File: config.mk
export PLATFORM = sky130hd
export DESIGN_NAME = exibidor_decimal
export DESIGN_NICKNAME = d
export VERILOG_FILES = /design/src/rtl/exibidor_decimal_pkg.sv /design/src/rtl/exibidor_decimal_bcd7seg.sv /design/src/rtl/exibidor_decimal.sv
export SDC_FILE = /design/constraint.sdc
export NUM_CORES = 1
export LEC_CHECK = 0
export BUFFER_PORTS_ARGS = -buffer_cell sky130_fd_sc_hd__buf_2
export CELL_PAD_IN_SITES_DETAIL_PLACEMENT = 0
export CELL_PAD_IN_SITES_GLOBAL_PLACEMENT = 1
export CORE_MARGIN = 8
export CORE_UTILIZATION = 48
export DETAILED_ROUTE_END_ITERATION = 10
export PLACE_DENSITY = 0.81
export SLEW_MARGIN = 5
export SYNTH_ARGS = -nofsm -noshare
export SYNTH_HDL_FRONTEND = slang
export SYNTH_SLANG_ARGS = --single-unit
File: constraint.sdc
create_clock -name CLOCK_50 -period 4.63 [get_ports CLOCK_50]
set_input_delay 0.463 -clock CLOCK_50 [delete_from_list [all_inputs] [get_ports CLOCK_50]]
set_output_delay 0.463 -clock CLOCK_50 [all_outputs]
set_load 0.02 [all_outputs]
File: src/rtl/exibidor_decimal_pkg.sv
// Shared definitions for the decimal display path: segment constants,
// FSM encoding and the digit-to-segment lookup (active-low, a..g from MSB).
package exibidor_decimal_pkg;

    localparam logic [6:0] SEG_BLANK = 7'b1111111;
    localparam logic [6:0] SEG_TRACO = 7'b1111110;

    typedef enum logic [1:0] {
        OCIOSO   = 2'd0,
        CONVERTE = 2'd1,
        ATUALIZA = 2'd2
    } estado_t;

    function automatic logic [6:0] digito_para_seg(input logic [3:0] d);
        logic [6:0] s;
        case (d)
            4'd0:    s = 7'b0000001;
            4'd1:    s = 7'b1001111;
            4'd2:    s = 7'b0010010;
            4'd3:    s = 7'b0000110;
            4'd4:    s = 7'b1001100;
            4'd5:    s = 7'b0100100;
            4'd6:    s = 7'b0100000;
            4'd7:    s = 7'b0001111;
            4'd8:    s = 7'b0000000;
            4'd9:    s = 7'b0000100;
            default: s = SEG_BLANK;
        endcase
        return s;
    endfunction

endpackage

File: src/rtl/exibidor_decimal_bcd7seg.sv
// One BCD digit to active-low seven-segment pattern, with a blank enable
// so leading-zero suppression is decided by the caller.
module bcd7seg
    import exibidor_decimal_pkg::*;
(
    input  logic [3:0] bcd,
    input  logic       apagar,
    output logic [0:6] seg
);

    always_comb begin
        seg = apagar ? SEG_BLANK : digito_para_seg(bcd);
    end

endmodule

File: src/rtl/exibidor_decimal.sv
// Binary-to-BCD display driver: serial shift-add-3 conversion, leading-zero
// blanking, overflow dash and a field-index digit, all updated atomically.
module exibidor_decimal
    import exibidor_decimal_pkg::*;
#(
    parameter int LARGURA = 14,
    parameter int DIGITOS = 4
) (
    input  logic               CLOCK_50,
    input  logic               RESET_N,
    input  logic [LARGURA-1:0] valor,
    input  logic               valor_valido,
    output logic               pronto,
    input  logic [2:0]         indice,
    output logic [0:6]         HEX3,
    output logic [0:6]         HEX2,
    output logic [0:6]         HEX1,
    output logic [0:6]         HEX0,
    output logic [0:6]         HEX5
);

    localparam int BW     = 4 * DIGITOS;
    localparam int CW     = $clog2(LARGURA + 1);
    localparam int LIMITE = 10 ** DIGITOS - 1;

    estado_t            estado_q, estado_d;
    logic [LARGURA-1:0] desl_q, desl_d;
    logic [BW-1:0]      bcd_q, bcd_d;
    logic [CW-1:0]      cont_q, cont_d;
    logic [2:0]         indice_q, indice_d;
    logic               excede_q, excede_d;
    logic               pronto_q, pronto_d;
    logic [0:6]         hex_q [5];
    logic [0:6]         hex_d [5];

    logic [BW-1:0]      bcd_aj;
    logic [DIGITOS-1:0] apagar;
    logic               zeros_acima;
    logic [0:6]         seg_dig [DIGITOS];
    logic [0:6]         seg_idx;

    // A digit is blank when it and everything above it is zero; units never blank.
    always_comb begin
        apagar      = '0;
        zeros_acima = 1'b1;
        for (int i = DIGITOS - 1; i >= 0; i--) begin
            zeros_acima = zeros_acima && (bcd_q[4*i +: 4] == 4'd0);
            apagar[i]   = zeros_acima && (i != 0);
        end
    end

    for (genvar g = 0; g < DIGITOS; g++) begin : g_dig
        bcd7seg u_dig (
            .bcd    (bcd_q[4*g +: 4]),
            .apagar (apagar[g]),
            .seg    (seg_dig[g])
        );
    end

    bcd7seg u_idx (
        .bcd    ({1'b0, indice_q}),
        .apagar (1'b0),
        .seg    (seg_idx)
    );

    always_comb begin
        bcd_aj = bcd_q;
        for (int i = 0; i < DIGITOS; i++) begin
            if (bcd_q[4*i +: 4] >= 4'd5) begin
                bcd_aj[4*i +: 4] = bcd_q[4*i +: 4] + 4'd3;
            end
        end
    end

    always_comb begin
        estado_d = estado_q;
        desl_d   = desl_q;
        bcd_d    = bcd_q;
        cont_d   = cont_q;
        indice_d = indice_q;
        excede_d = excede_q;
        pronto_d = pronto_q;
        hex_d    = hex_q;
        case (estado_q)
            OCIOSO: begin
                if (valor_valido) begin
                    desl_d   = valor;
                    indice_d = indice;
                    excede_d = (int'(valor) > LIMITE);
                    bcd_d    = '0;
                    cont_d   = CW'(LARGURA);
                    estado_d = CONVERTE;
                    pronto_d = 1'b0;
                end
            end
            CONVERTE: begin
                {bcd_d, desl_d} = {bcd_aj[BW-2:0], desl_q, 1'b0};
                cont_d = cont_q - CW'(1);
                if (cont_q == CW'(1)) begin
                    estado_d = ATUALIZA;
                end
            end
            ATUALIZA: begin
                for (int i = 0; i < 4; i++) begin
                    hex_d[i] = excede_q ? SEG_TRACO : seg_dig[i];
                end
                hex_d[4] = seg_idx;
                estado_d = OCIOSO;
                pronto_d = 1'b1;
            end
            default: begin
                estado_d = OCIOSO;
                pronto_d = 1'b1;
            end
        endcase
    end

    always_ff @(posedge CLOCK_50 or negedge RESET_N) begin
        if (!RESET_N) begin
            estado_q <= OCIOSO;
            desl_q   <= '0;
            bcd_q    <= '0;
            cont_q   <= '0;
            indice_q <= '0;
            excede_q <= 1'b0;
            pronto_q <= 1'b1;
            for (int i = 0; i < 5; i++) begin
                hex_q[i] <= SEG_BLANK;
            end
        end else begin
            estado_q <= estado_d;
            desl_q   <= desl_d;
            bcd_q    <= bcd_d;
            cont_q   <= cont_d;
            indice_q <= indice_d;
            excede_q <= excede_d;
            pronto_q <= pronto_d;
            hex_q    <= hex_d;
        end
    end

    assign pronto = pronto_q;
    assign HEX0   = hex_q[0];
    assign HEX1   = hex_q[1];
    assign HEX2   = hex_q[2];
    assign HEX3   = hex_q[3];
    assign HEX5   = hex_q[4];

endmodule
==> results.py <==
metrics = {
    "routing": {
        "ant_nets": 0,
        "drt-total-wl_mm": 9.40,
        "route.detailed.drc": 0,
        "drt-pass1-iter-count": 4,
        "wl_per_cell_um": 15.7,
        "via_count": 3262,
        "drt_first_iter_violations": 153,
        "vias_per_cell": 5.45,
    },
    "cts": {
        "cts_root_buffer": "clkbuf_8",
        "cts_resized": 0,
        "holdBufCountCts": 0,
        "numCtsBuffers": 9,
        "cts_htree_levels": 3,
        "post_cts_buffers": 0,
        "cts_tree": "done",
        "clock_sinks": 76,
        "path_clk_slew_ps": 80,
        "clock_latency_ps": 350,
        "clock_path_buffers": 2,
    },
    "pwr": {
        "ir_drop_mv": 0.261,
        "powerDensity_nw_per_um2": 719,
        "p_leak_nw": 2.13,
        "finalPower_mw": 3.40,
    },
    "min_path": {
        "hold_class": "in -> async",
    },
    "timing": {
        "period_needed_ps": 2420,
        "finalSetupViolCount": 0,
        "period_share_pct": 52.3,
        "maxSlewViolCount": 0,
        "worst_pin_slew_ps": 1080,
        "fmax_mhz": 413,
        "finClkSkew_ps": 8.98,
        "slew_headroom_pct": 27.7,
        "grt_setup_unrepaired": "false",
        "hold_viol": 0,
        "worst_slack_ps": 2210,
        "setup_tns_ps": 0,
    },
    "setup_path": {
        "arrival_ps": 2700,
        "critPathLaunchType": "flop",
        "crit_path_top_delay_cell": "and2b_1",
        "path_class": "reg -> reg",
        "cp_slowest_stage_delay_ps": 940,
        "cp_max_fo": 29,
        "end_kind": "flop",
        "worstPathRequired_ps": 4910,
        "cp_cell_sequence": "and2b_1 -> nand2_1 -> o32a_1",
        "rr_worst_depth": 3,
    },
    "final_layout": {
        "syn2layout_area_growth_pct": 11.5,
        "stdcell_count": 599,
        "layout_common_cells": "buf_2 (54), a21oi_1 (53), o21ai_0 (47)",
        "utilization_pct": 54.8,
        "final_common_cell": "buf_2",
        "drive_above_1_share_pct": 23.8,
        "antennaDiodeCount": 0,
        "nets": 533,
    },
    "logic_synthesis": {
        "synth_area_sq_um": 4240,
        "yosysUniqueCellTypes": 50,
        "yosysSeqAreaShare_pct": 45.9,
        "synth_area_leaders": "dfrtp_1 (24%), dfstp_2 (22%), ha_1 (8.0%)",
        "yosys.area_share.adder_pct": 7.96,
        "ys_ff_latch": 76,
        "synth_top_area_share_pct": 23.6,
        "synth_compound_area_share_pct": 22.2,
        "syn_inst": 446,
        "synth_area_per_cell_sq_um": 9.52,
        "synth_top_area_cell": "dfrtp_1",
        "synth_top_family_by_area": "compound AO/OA/AOI/OAI gates",
        "syn_nets": 493,
        "synth-simple-area-share_pct": 15.9,
        "ys.warnings.count": 0,
        "synth-xor-area-share_pct": 1.24,
        "synth.area.mux_share_pct": 1.00,
    },
    "grt": {
        "grt_pass1_vias": 3202,
        "antenna_found_initial": 0,
        "grt_max_degree": 77,
        "grt_pass1_wl_mm": 15.6,
        "grtUsageTotal_pct": 16.2,
        "grt-ovfl-total": 0,
    },
    "floorplan": {
        "start_util_pct": 49.1,
        "core_area_sq_um": 8640,
        "fp.dieH_um": 110,
        "pin_count": 56,
        "die_x_um": 110,
        "dieArea_sq_um": 12100,
        "rows": 34,
    },
    "place": {
        "portBuffers": 55,
        "placed_cells": 583,
        "dp_hpwl_mm": 6.45,
        "gp_congestion": 0.804,
        "place_ws_ps": 2190,
    },
    "run_status": {
        "outcome": "finished, final reports clean",
    },
    "run": {
        "cap_violations": 0,
    },
}
-- synthesized netlist by cell type, drive strengths merged --
cell    instances
o221ai          1
nand2          41
nand2b         11
o22ai           1
o21bai          3
nor3b           4
dfstp          36
buf            22
nor4            2
o311ai          5
nor2b          18
nand3           7
a211oi          3
nor3            4
nor2           31
a32o            2
and2b           2
a22oi          14
a41oi           1
mux2i           2
a22o            4
nand4           1
mux2            2
inv            22
a31oi           6
a21oi          53
xnor2           6
a21o            3
o22a            8
and2            3
ha             27
o32a            1
o211ai          2
or3             1
o21ai          50
clkbuf          5
nand3b          1
and4bb          1
dfrtp          40
-- state kept, by name (all words and copies together) (netlist names) --
signal    cells
HEX0          7
indice_q      3
HEX3          7
desl_q       14
HEX2          7
estado_q      2
bcd_q        16
pronto        1
HEX1          7
cont_q        4
excede_q      1
HEX5          7
-- kinds of logic after synthesis --
family,after synthesis
AOI/OAI and AO/OA,157
xor gates and xnor gates,6
adders and majority gates,27
buffers and inverters,49
DFF,76
muxes,4
and+or+nand+nor,127
-- critical path: cells and delay by family, from the launching register on --
kind | cells | cell delay, ps
AND/OR/NAND/NOR | 2 | 1170
flip-flops | 1 | 770
AO/OA/AOI/OAI | 1 | 400
-- power by group --
part           switching [mW]  leakage [nW]  internal (mW)
combinational           0.861          1.14          0.634
clock                   0.245         0.114          0.335
sequential              0.336         0.875          0.992
total                    1.44          2.13           1.96
-- layer usage --
layer | vias to the layer above | share of wire (%) | track usage (%)
li1 | 1643 | - | -
met1 | 1556 | 49 | 21.7
met2 | 52 | 45 | 25.2
met3 | 11 | 4.3 | 3.31
met4 | 0 | 1.6 | 6.65
met5 | - | 0 | 0
-- path summary, 6_finish.rpt --
kind	start	to	slack (ps)
min	RESET_N	bcd_q[10]	230
min in group CLOCK_50	indice[1]	indice_q[1]	320
max reg2reg	estado_q[1]	HEX2[4]	2210
max	estado_q[1]	HEX2[4]	2210
min reg2reg	HEX5[1]	HEX5[1]	450
max in group asynchronous	RESET_N	bcd_q[15]	3750
-- final cells by class --
| type | instances | area [sq um] |
|---|---|---|
| Clock buffer | 13 | 159 |
| Clock inverter | 3 | 68.8 |
| Multi-Input combinational cell | 321 | 2050 |
| Timing Repair Buffer | 56 | 285 |
| Fill cell | 810 | 3900 |
| Inverter | 22 | 82.6 |
| Tap cell | 108 | 135 |
| Sequential cell | 76 | 1950 |
-- per-stage QoR --
step	cell area, sq um	hold slack (ps)
2_1_floorplan	4240	167
3_3_place_gp	4500	446
3_5_place_dp	4500	444
4_1_cts	4730	286
5_1_grt	4730	329
6_report	4730	234
No activity file was read; power rests on OpenSTA's default activity.
